===== config.mk =====
export PLATFORM = sky130hd
export DESIGN_NAME = multicycle_ctrl
export DESIGN_NICKNAME = d
export VERILOG_FILES = /design/src/rtl/multicycle_ctrl_pkg.sv /design/src/rtl/multicycle_ctrl_alu_dec.sv /design/src/rtl/multicycle_ctrl.sv
export SDC_FILE = /design/constraint.sdc
export NUM_CORES = 1
export LEC_CHECK = 0
export BUFFER_PORTS_ARGS = -buffer_cell sky130_fd_sc_hd__buf_2
export CAP_MARGIN = 20
export CELL_PAD_IN_SITES_DETAIL_PLACEMENT = 0
export CELL_PAD_IN_SITES_GLOBAL_PLACEMENT = 2
export CORE_ASPECT_RATIO = 1.2
export CORE_MARGIN = 5
export CORE_UTILIZATION = 28
export DETAILED_ROUTE_END_ITERATION = 12
export GPL_ROUTABILITY_DRIVEN = 0
export HOLD_SLACK_MARGIN = 0.03
export PLACE_DENSITY = 0.77
export SLEW_MARGIN = 20
export SYNTH_ARGS = -nofsm -noshare
export SYNTH_HDL_FRONTEND = slang
export SYNTH_SLANG_ARGS = --single-unit

===== constraint.sdc =====
create_clock -name clk -period 2.7 [get_ports clk]
set_input_delay 0 -clock clk [delete_from_list [all_inputs] [get_ports clk]]
set_output_delay 0 -clock clk [all_outputs]
set_load 0.01 [all_outputs]

===== src/rtl/multicycle_ctrl_pkg.sv =====
// Shared encodings for the multicycle controller: FSM states, ALU control codes,
// data-processing cmd opcodes and the result/ALU-B source selects.
package multicycle_ctrl_pkg;

    typedef enum logic [3:0] {
        S_FETCH  = 4'd0,
        S_DECODE = 4'd1,
        S_MEMADR = 4'd2,
        S_MEMRD  = 4'd3,
        S_MEMWB  = 4'd4,
        S_MEMWR  = 4'd5,
        S_EXECR  = 4'd6,
        S_EXECI  = 4'd7,
        S_ALUWB  = 4'd8,
        S_BRANCH = 4'd9
    } state_t;

    localparam logic [2:0] ALU_ADD = 3'd0;
    localparam logic [2:0] ALU_SUB = 3'd1;
    localparam logic [2:0] ALU_AND = 3'd2;
    localparam logic [2:0] ALU_ORR = 3'd3;
    localparam logic [2:0] ALU_ADC = 3'd4;

    localparam logic [3:0] CMD_AND = 4'b0000;
    localparam logic [3:0] CMD_SUB = 4'b0010;
    localparam logic [3:0] CMD_ADD = 4'b0100;
    localparam logic [3:0] CMD_ADC = 4'b0101;
    localparam logic [3:0] CMD_TST = 4'b1000;
    localparam logic [3:0] CMD_CMP = 4'b1010;
    localparam logic [3:0] CMD_CMN = 4'b1011;
    localparam logic [3:0] CMD_ORR = 4'b1100;
    localparam logic [3:0] CMD_LSL = 4'b1101;

    localparam logic [1:0] OP_DP  = 2'd0;
    localparam logic [1:0] OP_MEM = 2'd1;
    localparam logic [1:0] OP_BR  = 2'd2;

    typedef enum logic [1:0] {
        RES_ALUOUT    = 2'd0,
        RES_DATA      = 2'd1,
        RES_ALURESULT = 2'd2
    } result_src_t;

    typedef enum logic [1:0] {
        SRCB_REG  = 2'd0,
        SRCB_IMM  = 2'd1,
        SRCB_FOUR = 2'd2
    } alu_src_b_t;

endpackage


===== src/rtl/multicycle_ctrl_alu_dec.sv =====
// Combinational data-processing decoder: cmd/S/cond_ex to ALU control, flag
// write enables, no_write, shift_flag and illegal-cmd indication.
module alu_dec
    import multicycle_ctrl_pkg::*;
#(
    parameter int ALU_CTRL_W = 3
) (
    input  logic [3:0]            i_cmd,
    input  logic                  i_s_bit,
    input  logic                  i_cond_ex,
    output logic [ALU_CTRL_W-1:0] o_alu_control,
    output logic [1:0]            o_flag_w,
    output logic                  o_no_write,
    output logic                  o_shift_flag,
    output logic                  o_illegal
);

    logic w_arith;
    logic w_flag_en;

    always_comb begin
        o_alu_control = '0;
        o_no_write    = 1'b0;
        o_shift_flag  = 1'b0;
        o_illegal     = 1'b0;
        w_arith       = 1'b0;
        case (i_cmd)
            CMD_ADD: begin o_alu_control = ALU_CTRL_W'(ALU_ADD); w_arith = 1'b1; end
            CMD_SUB: begin o_alu_control = ALU_CTRL_W'(ALU_SUB); w_arith = 1'b1; end
            CMD_AND: o_alu_control = ALU_CTRL_W'(ALU_AND);
            CMD_ORR: o_alu_control = ALU_CTRL_W'(ALU_ORR);
            CMD_CMP: begin
                o_alu_control = ALU_CTRL_W'(ALU_SUB);
                w_arith       = 1'b1;
                o_no_write    = 1'b1;
            end
            CMD_TST: begin
                o_alu_control = ALU_CTRL_W'(ALU_AND);
                o_no_write    = 1'b1;
            end
            CMD_CMN: begin
                o_alu_control = ALU_CTRL_W'(ALU_ADD);
                w_arith       = 1'b1;
                o_no_write    = 1'b1;
            end
            CMD_ADC: begin o_alu_control = ALU_CTRL_W'(ALU_ADC); w_arith = 1'b1; end
            CMD_LSL: begin o_alu_control = ALU_CTRL_W'(ALU_ADD); o_shift_flag = 1'b1; end
            default: o_illegal = 1'b1;
        endcase
    end

    // NZ flags follow S for every cmd; CV only for the arithmetic ones
    assign w_flag_en = i_s_bit & i_cond_ex;
    assign o_flag_w  = {w_flag_en, w_flag_en & w_arith};

endmodule


===== src/rtl/multicycle_ctrl.sv =====
// Multicycle processor control FSM: fetch/decode/memory/execute/branch sequencing
// plus a retired-instruction counter. Memory states stall on mem_ready.
module multicycle_ctrl
    import multicycle_ctrl_pkg::*;
#(
    parameter int ALU_CTRL_W = 3,
    parameter int REG_ADDR_W = 4,
    parameter int PC_REG     = 15,
    parameter int CNT_W      = 32
) (
    input  logic                  clk,
    input  logic                  rst_n,
    input  logic [1:0]            op,
    input  logic [5:0]            funct,
    input  logic [REG_ADDR_W-1:0] rd,
    input  logic                  cond_ex,
    input  logic                  mem_ready,
    output logic                  ir_write,
    output logic                  pc_write,
    output logic                  reg_w,
    output logic                  mem_w,
    output logic                  adr_src,
    output logic                  alu_src_a,
    output logic                  no_write,
    output logic                  shift_flag,
    output logic                  illegal,
    output logic [1:0]            result_src,
    output logic [1:0]            alu_src_b,
    output logic [1:0]            imm_src,
    output logic [1:0]            reg_src,
    output logic [1:0]            flag_w,
    output logic [ALU_CTRL_W-1:0] alu_control,
    output logic [CNT_W-1:0]      retired,
    output logic [3:0]            state
);

    state_t                r_state;
    state_t                w_next;
    logic [1:0]            r_op;
    logic [5:0]            r_funct;
    logic [REG_ADDR_W-1:0] r_rd;
    logic [CNT_W-1:0]      r_retired;

    logic [ALU_CTRL_W-1:0] w_dec_alu;
    logic [1:0]            w_dec_flag_w;
    logic                  w_dec_no_write;
    logic                  w_dec_shift;
    logic                  w_dec_illegal;
    logic                  w_rd_is_pc;
    logic                  w_alu_reg_w;
    logic                  w_retire;
    logic                  w_unused_latched;

    alu_dec #(
        .ALU_CTRL_W (ALU_CTRL_W)
    ) u_alu_dec (
        .i_cmd         (r_funct[4:1]),
        .i_s_bit       (r_funct[0]),
        .i_cond_ex     (cond_ex),
        .o_alu_control (w_dec_alu),
        .o_flag_w      (w_dec_flag_w),
        .o_no_write    (w_dec_no_write),
        .o_shift_flag  (w_dec_shift),
        .o_illegal     (w_dec_illegal)
    );

    assign w_rd_is_pc       = (r_rd == REG_ADDR_W'(PC_REG));
    assign w_alu_reg_w      = cond_ex & ~w_dec_no_write;
    assign w_unused_latched = ^{r_op, r_funct[5]};

    always_ff @(posedge clk) begin
        if (!rst_n) begin
            r_state   <= S_FETCH;
            r_op      <= '0;
            r_funct   <= '0;
            r_rd      <= '0;
            r_retired <= '0;
        end else begin
            r_state <= w_next;
            if (r_state == S_DECODE) begin
                r_op    <= op;
                r_funct <= funct;
                r_rd    <= rd;
            end
            if (w_retire) begin
                r_retired <= r_retired + CNT_W'(1);
            end
        end
    end

    always_comb begin
        w_next      = r_state;
        ir_write    = 1'b0;
        pc_write    = 1'b0;
        reg_w       = 1'b0;
        mem_w       = 1'b0;
        adr_src     = 1'b0;
        alu_src_a   = 1'b0;
        no_write    = 1'b0;
        shift_flag  = 1'b0;
        illegal     = 1'b0;
        result_src  = RES_ALUOUT;
        alu_src_b   = SRCB_REG;
        imm_src     = 2'd0;
        reg_src     = 2'd0;
        flag_w      = 2'd0;
        alu_control = ALU_CTRL_W'(ALU_ADD);
        // Every decoded output stays at zero while reset is held
        if (rst_n) begin
            case (r_state)
                S_FETCH: begin
                    alu_src_a  = 1'b1;
                    alu_src_b  = SRCB_FOUR;
                    result_src = RES_ALURESULT;
                    ir_write   = mem_ready;
                    pc_write   = mem_ready;
                    if (mem_ready) w_next = S_DECODE;
                end
                S_DECODE: begin
                    alu_src_a  = 1'b1;
                    alu_src_b  = SRCB_FOUR;
                    result_src = RES_ALURESULT;
                    case (op)
                        OP_MEM:  w_next = S_MEMADR;
                        OP_DP:   w_next = funct[5] ? S_EXECI : S_EXECR;
                        OP_BR:   w_next = S_BRANCH;
                        default: begin
                            illegal = 1'b1;
                            w_next  = S_FETCH;
                        end
                    endcase
                end
                S_MEMADR: begin
                    alu_src_b = SRCB_IMM;
                    imm_src   = 2'd1;
                    w_next    = r_funct[0] ? S_MEMRD : S_MEMWR;
                end
                S_MEMRD: begin
                    adr_src = 1'b1;
                    if (mem_ready) w_next = S_MEMWB;
                end
                S_MEMWB: begin
                    result_src = RES_DATA;
                    reg_w      = cond_ex;
                    pc_write   = cond_ex & w_rd_is_pc;
                    w_next     = S_FETCH;
                end
                S_MEMWR: begin
                    adr_src = 1'b1;
                    reg_src = 2'b10;
                    mem_w   = cond_ex;
                    if (mem_ready) w_next = S_FETCH;
                end
                S_EXECR, S_EXECI: begin
                    alu_src_b   = (r_state == S_EXECI) ? SRCB_IMM : SRCB_REG;
                    alu_control = w_dec_alu;
                    flag_w      = w_dec_flag_w;
                    no_write    = w_dec_no_write;
                    shift_flag  = w_dec_shift;
                    illegal     = w_dec_illegal;
                    w_next      = S_ALUWB;
                end
                S_ALUWB: begin
                    reg_w    = w_alu_reg_w;
                    pc_write = w_alu_reg_w & w_rd_is_pc;
                    w_next   = S_FETCH;
                end
                S_BRANCH: begin
                    alu_src_b  = SRCB_IMM;
                    imm_src    = 2'd2;
                    reg_src    = 2'b01;
                    result_src = RES_ALURESULT;
                    pc_write   = cond_ex;
                    w_next     = S_FETCH;
                end
                default: w_next = S_FETCH;
            endcase
        end
    end

    // An undefined op returns to FETCH from DECODE and is deliberately not counted
    assign w_retire = (w_next == S_FETCH) &&
                      (r_state == S_MEMWB || r_state == S_MEMWR ||
                       r_state == S_ALUWB || r_state == S_BRANCH);

    assign retired = r_retired;
    assign state   = r_state;

endmodule

==> impl_metrics.py, run 1 <==
metrics = {
    "synthesis": {
        "netlist_area_mm2": 0.002455,
        "ys_top_cells_by_area": "dfxtp_1 37%, nand2_1 6.4%, a21oi_1 5.9%",
        "synthCells": 320,
        "synth_fp_nets": 337,
        "synth.avg_cell_area_um2": 7.671,
        "synth-edff-count": 0,
        "synth_seq_cells": 45,
        "ys.flop_type": "dfxtp_1",
        "yosys.area.top_type": "dfxtp_1",
        "yosysTopAreaCellShare_pct": 36.70,
        "ys_async_sr_fraction_pct": 0,
        "ys_warn_count": 0,
        "ys_seq_area_share_pct": 36.70,
        "synth_cell_types": 45,
    },
    "cells_and_area": {
        "synthToLayoutAreaGrowth_pct": 29.15,
        "stdcell_count": 515,
        "fin_nets": 414,
        "fill_cells": 921,
        "diodes": 0,
        "multi_input_area_mm2": 0.001439,
        "fin_util_pct": 37.02,
        "regArea_um2": 900.9,
        "drive_gt1_share_pct": 23.87,
    },
    "power_and_ir_drop": {
        "clock_power_share_pct": 41.1,
        "switching_share_pct": 24.06,
        "power_frac_comb_pct": 11.7,
        "power_density_mw_per_mm2": 462.3,
        "p_int_mw": 1.113,
        "ir_drop_mv": 0.2030,
        "switching_power_mw": 0.3527,
        "power_leakage_nw": 1.230,
        "p_seq_share_pct": 47.2,
    },
    "worst_setup_path": {
        "critPathCapture": "retired[28]$_SDFFE_PN0P_",
        "r2r_setup_slack_ps": 490,
        "crit_path_start_kind": "flop",
        "r2r-end": "retired[28]$_SDFFE_PN0P_",
        "crit_path_end_kind": "flop",
        "r2r_cells": 5,
        "crit_required_ps": 2930,
        "cp_max_fo": 15,
        "critical_path.startpoint": "state[3]$_SDFF_PN0_",
        "critPathArrivalTime_ps": 2440,
        "critPathKind": "reg -> reg",
        "r2r-start": "state[3]$_SDFF_PN0_",
    },
    "drt": {
        "viasPerCell": 4.942,
        "wl_per_cell_um": 14.06,
        "ant_nets": 0,
        "drc_errors": 0,
        "routed_wl_um": 7241,
        "dr_total_vias": 2545,
        "drt_iter0_drc": 79,
        "firstDrtPassIters": 4,
    },
    "timing": {
        "layout_worst_path_cycle_share_pct": 81.89,
        "skew_ps": 4.455,
        "postLayoutSetupSlackWorst_ps": 488.9,
        "rsz0062_at_grt": "no",
        "fin_setup_tns_ps": 0,
        "fin_crit_ps": 2211,
        "whs_ps": 68.54,
        "finalHoldViolations": 0,
        "drv_slew": 0,
        "slew_headroom_pct": 66.17,
        "report.final.setup_viol": 0,
        "worst_pin_slew_ps": 502.8,
        "max_freq_ghz": 0.4523,
    },
    "place": {
        "io_buffer_count": 73,
        "place_worst_setup_slack_ps": 495.4,
        "dp.cells": 496,
        "hpwl_um": 5424,
    },
    "floorplan": {
        "initial_core_util_pct": 28.66,
        "ios": 74,
        "fp-row-count": 37,
        "fp.dieW_um": 95.48,
        "die-area_mm2": 0.01075,
        "dieHeight_um": 112.6,
        "coreArea_mm2": 0.008564,
    },
    "global_routing": {
        "grt_max_degree": 28,
        "grt_first_pass_wirelength_um": 11910,
        "grt_pass1_vias": 2425,
        "antenna_found_initial": 0,
        "gr-usage-all-layers_pct": 13.74,
        "grt_remaining_overflow": 0,
    },
    "cts": {
        "cts_root_buffer": "clkbuf_8",
        "htree_levels": 2,
        "post_cts_buffers": 0,
        "clockBufferDepth": 2,
        "insertion_delay_ps": 290,
        "cts_tree": "built",
        "path_clk_slew_ps": 90,
        "numCtsBuffers": 5,
        "cts-resized-gates": 0,
        "cts_sinks": 45,
        "postCtsHoldBufs": 11,
    },
    "run_status": {
        "status": "finished clean",
    },
    "flow_run": {
        "maxCapViolations": 0,
    },
    "worst_hold_path": {
        "hold_path.class": "in -> reg",
    },
}
==> cell type report <==
cell class / instances / share of cell area [%]
Multi-Input combinational cell: 248 / 45.38
Tap cell: 117 / 4.617
Clock buffer: 5 / 2.170
Clock inverter: 3 / 2.052
Timing Repair Buffer: 91 / 16.65
Inverter: 6 / 0.7103
Sequential cell: 45 / 28.41
==> power by group through the flow <==
stage | sequential [mW] | clock [mW] | combinational [mW]
final | 0.692 | 0.602 | 0.172
after global routing | 0.695 | 0.664 | 0.194
after CTS | 0.692 | 0.630 | 0.175
after detailed placement | 0.707 | 0 | 0.162
after global placement | 0.707 | 0 | 0.162
after floorplan | 0.705 | 0 | 0.103
==> how the worst min path moves through the flow <==
stage / cells past startpoint / startpoint / end
final: 2 / rst_n / retired[19]$_SDFFE_PN0P_
after global routing: 2 / rst_n / retired[19]$_SDFFE_PN0P_
after CTS: 2 / rst_n / retired[10]$_SDFFE_PN0P_
after detailed placement: 3 / funct[4] / r_funct[4]$_SDFFE_PN0P_
after global placement: 3 / rd[0] / r_rd[0]$_SDFFE_PN0P_
after floorplan: 2 / mem_ready / ir_write
==> flip-flops by register name (all words and copies together), names as in the netlist <==
name     cells
r_rd         4
r_funct      5
state        4
retired     32
==> metrics by stage <==
stage / power (mW) / area (um^2)
2_1_floorplan: 0.8078 / 2455
3_3_place_gp: 0.8687 / 2927
3_5_place_dp: 0.8695 / 2927
4_1_cts: 1.496 / 3171
5_1_grt: 1.553 / 3171
6_report: 1.466 / 3171
==> layer usage <==
layer / global-route usage (%) / vias up / share of wire, %
met3: 1.944 / 6 / 3.2
met2: 21.67 / 50 / 47
met5: 0 / - / 0
li1: - / 1310 / -
met1: 19.26 / 1179 / 49
met4: 4.175 / 0 / 1.2
==> synthesized netlist by cell type, types with 2 or more instances <==
| cell | count |
|---|---|
| o21ai_0 | 8 |
| nor4b_1 | 2 |
| xor2_1 | 3 |
| nor4_1 | 10 |
| nand4_1 | 7 |
| mux2i_1 | 3 |
| xnor2_1 | 12 |
| and2_1 | 4 |
| and4_1 | 4 |
| o31ai_1 | 7 |
| a211oi_1 | 2 |
| nand3_1 | 12 |
| clkbuf_1 | 15 |
| nor3_1 | 14 |
| nand2_1 | 42 |
| a2111oi_0 | 2 |
| inv_1 | 6 |
| nor3b_1 | 2 |
| or4_1 | 9 |
| and3_1 | 4 |
| nor2b_1 | 6 |
| o21a_1 | 5 |
| a21oi_1 | 29 |
| nor2_1 | 32 |
| nand2b_1 | 7 |
| dfxtp_1 | 45 |
| buf_4 | 3 |
| buf_2 | 2 |
| a31oi_1 | 2 |
| or3_1 | 6 |
==> cell families after synthesis <==
logic type	synth area share [%]
AND/OR/NAND/NOR	35.73
AO/OA/AOI/OAI	15.80
flip-flops	36.70
buffers and inverters	4.689
XOR/XNOR	5.352
multiplexers	1.223
adder cells (fa/ha/maj)	0.5096
==> worst max-delay path: stages, from the launching register on <==
cell and delay (ps):
dfxtp_1 550, nor2b_1 250, a21oi_2 80, or4_4 610
or4_1 490, a21oi_1 160
==> placed cells by master (no fill, tap or decap), drive strengths merged, types with 3 or more instances in the layout <==
master       Yosys  final
clkbuf          15      5
xor2             3      3
xnor2           12     12
and2             4      4
nor2b            7      7
dfxtp           45     45
nand2b           7      7
dlygate4sd3      0     11
nor3            14     14
buf              6     80
and3             4      4
o21a             5      5
a21oi           30     30
nand3           12     12
inv              6      6
nor4            10     10
and4             5      5
or3              6      6
nand2           42     42
mux2i            3      3
or4             10     10
o31ai            7      7
nand4            8      8
nor2            32     32
o21ai            8      8
(Power assumes the default switching activity.)
==> inputs of run 2 (changes only) <==
ABC_AREA = 1   (was default)
PLACE_DENSITY = 0.78   (was 0.77)
clock period = 2.1 ns   (was 2.7 ns; I/O delays follow)
==> impl_metrics.py, run 2 <==
metrics = {
    "worst_setup_path": {
        "cp_max_fo": 12,
        "path_cells": "nor2_2 > nand2_1 > buf_4 > o32ai_1 > buf_2",
        "crit_path_start_kind": "flop",
        "worst_path_dominant_cell_family": "simple AND/OR/NAND/NOR gates",
        "critPathArrivalTime_ps": 1800,
        "critPathKind": "reg -> out",
        "cp.buffers_inverters": 2,
        "slowest_stage": "dfxtp_1",
        "slowest_delay_ps": 350,
        "crit_path_end_kind": "output pin",
        "crit_required_ps": 2100,
    },
    "power_and_ir_drop": {
        "switching_power_mw": 0.5748,
        "p_int_mw": 1.530,
        "power_leakage_nw": 1.483,
        "power_frac_comb_pct": 13.8,
        "ir_drop_mv": 0.3081,
        "clock_power_share_pct": 42.9,
        "switching_share_pct": 27.31,
        "p_seq_share_pct": 43.3,
        "power_density_mw_per_mm2": 561.5,
    },
    "timing": {
        "drv_slew": 0,
        "layout_worst_path_cycle_share_pct": 85.62,
        "rsz0062_at_grt": "no",
        "finalHoldViolations": 0,
        "fin_crit_ps": 1798,
        "fin_setup_tns_ps": 0,
        "max_freq_ghz": 0.5562,
        "postLayoutSetupSlackWorst_ps": 302.0,
        "worst_pin_slew_ps": 484.7,
        "slew_headroom_pct": 67.64,
        "skew_ps": 3.803,
        "report.final.setup_viol": 0,
    },
    "cells_and_area": {
        "final_common_cell": "nand2_1",
        "fill_cells": 1206,
        "fin_util_pct": 35.47,
        "fin_nets": 585,
        "drive_gt1_share_pct": 22.01,
        "diodes": 0,
        "mostFrequentLayoutCells": "147 x nand2_1, 83 x nor2_1, 73 x buf_2, 45 x dfxtp_1, 42 x nand3_1",
        "largest_reg_flops": 32,
        "synthToLayoutAreaGrowth_pct": 22.94,
    },
    "synthesis": {
        "synth_cell_types": 34,
        "yosysTopAreaCellShare_pct": 29.54,
        "synth_fp_nets": 506,
        "synthMuxAreaShare_pct": 0,
        "yosys.cell_count.top_type": "nand2_1",
        "ys_seq_area_share_pct": 29.54,
        "synthCells": 489,
        "synth_xor_area_share_pct": 3.160,
        "synth_compound_area_share_pct": 13.09,
        "synth_seq_cells": 45,
        "synthAdderAreaFrac_pct": 0.4103,
        "synth_top_family_by_area": "simple AND/OR/NAND/NOR gates",
        "ys.flop_type": "dfxtp_1",
        "synth-edff-count": 0,
        "netlist_area_mm2": 0.003049,
        "synthSimpleGateAreaFrac_pct": 45.34,
        "ys_warn_count": 0,
        "ys_top_cells_by_area": "dfxtp_1 30%, nand2_1 18%, nor2_1 10%",
        "synth.avg_cell_area_um2": 6.236,
        "ys_async_sr_fraction_pct": 0,
        "synth_common_cells": "147 x nand2_1, 83 x nor2_1, 45 x dfxtp_1, 42 x nand3_1",
        "yosys.area.top_type": "dfxtp_1",
    },
    "floorplan": {
        "ios": 74,
        "die-area_mm2": 0.01309,
        "coreArea_mm2": 0.01057,
        "fp-row-count": 41,
        "dieHeight_um": 124.3,
        "initial_core_util_pct": 28.85,
        "fp.dieW_um": 105.3,
    },
    "worst_hold_path": {
        "hold_path.class": "in -> reg",
    },
    "drt": {
        "firstDrtPassIters": 4,
        "ant_nets": 0,
        "drc_errors": 0,
        "viasPerCell": 4.796,
        "wl_per_cell_um": 14.40,
        "routed_wl_um": 10040,
        "drt_iter0_drc": 142,
        "dr_total_vias": 3343,
    },
    "cts": {
        "cts_sinks": 45,
        "clockBufferDepth": 2,
        "numCtsBuffers": 5,
        "path_clk_slew_ps": 60,
        "cts_root_buffer": "clkbuf_16",
        "cts_tree": "built",
        "insertion_delay_ps": 290,
        "cts-resized-gates": 0,
        "htree_levels": 2,
    },
    "global_routing": {
        "antenna_found_initial": 0,
        "grt_remaining_overflow": 0,
        "grt_max_degree": 34,
        "gr-usage-all-layers_pct": 15.72,
        "grt_first_pass_wirelength_um": 17080,
        "grt_pass1_vias": 3485,
    },
    "run_status": {
        "status": "finished clean",
    },
    "flow_run": {
        "maxCapViolations": 0,
    },
    "place": {
        "hpwl_um": 7549,
        "place_worst_setup_slack_ps": 355.1,
        "io_buffer_count": 73,
    },
}
-- run 2: cell types whose count changed after synthesis, moves of 8 or more --
cell,before,now
nand2_1,42,147
nor4_1,10,2
nor3_1,14,6
nand3b_1,0,16
nand3_1,12,42
nor2_1,32,83
or4_1,9,0
nand2_2,0,12
inv_1,6,29
a21oi_2,1,14
clkbuf_1,15,3
-- run 2: cell type report --
type	count	area, um^2	share of cell area, %
Sequential cell	45	900.9	24.03
Clock inverter	2	35.03	0.9346
Timing Repair Buffer	89	508.0	13.55
Inverter	34	127.6	3.405
Multi-Input combinational cell	393	1891	50.43
Tap cell	129	161.4	4.306
Clock buffer	5	125.1	3.338
-- run 2: worst paths after layout --
path | startpoint | to | slack [ps] | cells past startpoint
worst max register to register | state[3]$_SDFF_PN0_ | retired[2]$_SDFFE_PN0P_ | 330 | 6
worst min register to register | r_rd[3]$_SDFFE_PN0P_ | r_rd[3]$_SDFFE_PN0P_ | 490 | 2
worst min-delay path | op[1] | state[3]$_SDFF_PN0_ | 50 | 3
worst max-delay path | state[3]$_SDFF_PN0_ | illegal | 300 | 5
-- run 2: worst register-to-register path, delay by kind of cell (launching register included) --
kind | cells | cell delay [ps]
simple gates | 3 | 620
compound gates | 2 | 350
flops | 1 | 350
buf+inv | 1 | 380
-- run 2: cell families (layout without fill, tap and decap cells) --
family	count (synthesis)	count (layout)
and+or+nand+nor	317	317
xor gates and xnor gates	11	11
adders and majority gates	1	1
buffers and inverters	51	130
AOI/OAI and AO/OA	64	64
DFF	45	45
-- run 2: layer usage --
metal / share of wire, % / track usage (%)
met1: 44 / 18.79
met2: 50 / 28.10
met3: 4.4 / 2.955
met4: 1.8 / 4.665
met5: 0 / 0
-- run 2: power by group through the flow --
stage	clock [mW]	combinational, mW	sequential, mW
after global routing	0.963	0.326	0.915
final	0.904	0.290	0.911
after floorplan	0	0.200	0.928
after detailed placement	0	0.282	0.930
after CTS	0.932	0.295	0.910
after global placement	0	0.282	0.929
-- run 2: metrics by stage --
step,area [um^2],instances,total power [mW],hold slack [ps]
2_1_floorplan,3049,489,1.128,138.4
3_3_place_gp,3498,681,1.212,261.8
3_5_place_dp,3498,681,1.211,271.2
4_1_cts,3749,697,2.137,47.67
5_1_grt,3749,697,2.204,78.12
6_report,3749,697,2.105,49.56
-- run 2: what timing repair did --
action,4_1_cts,5_1_grt
hold endpoints to repair,9,0
setup buffers,0,0
setup endpoints to repair,0,0
hold buffers,9,0
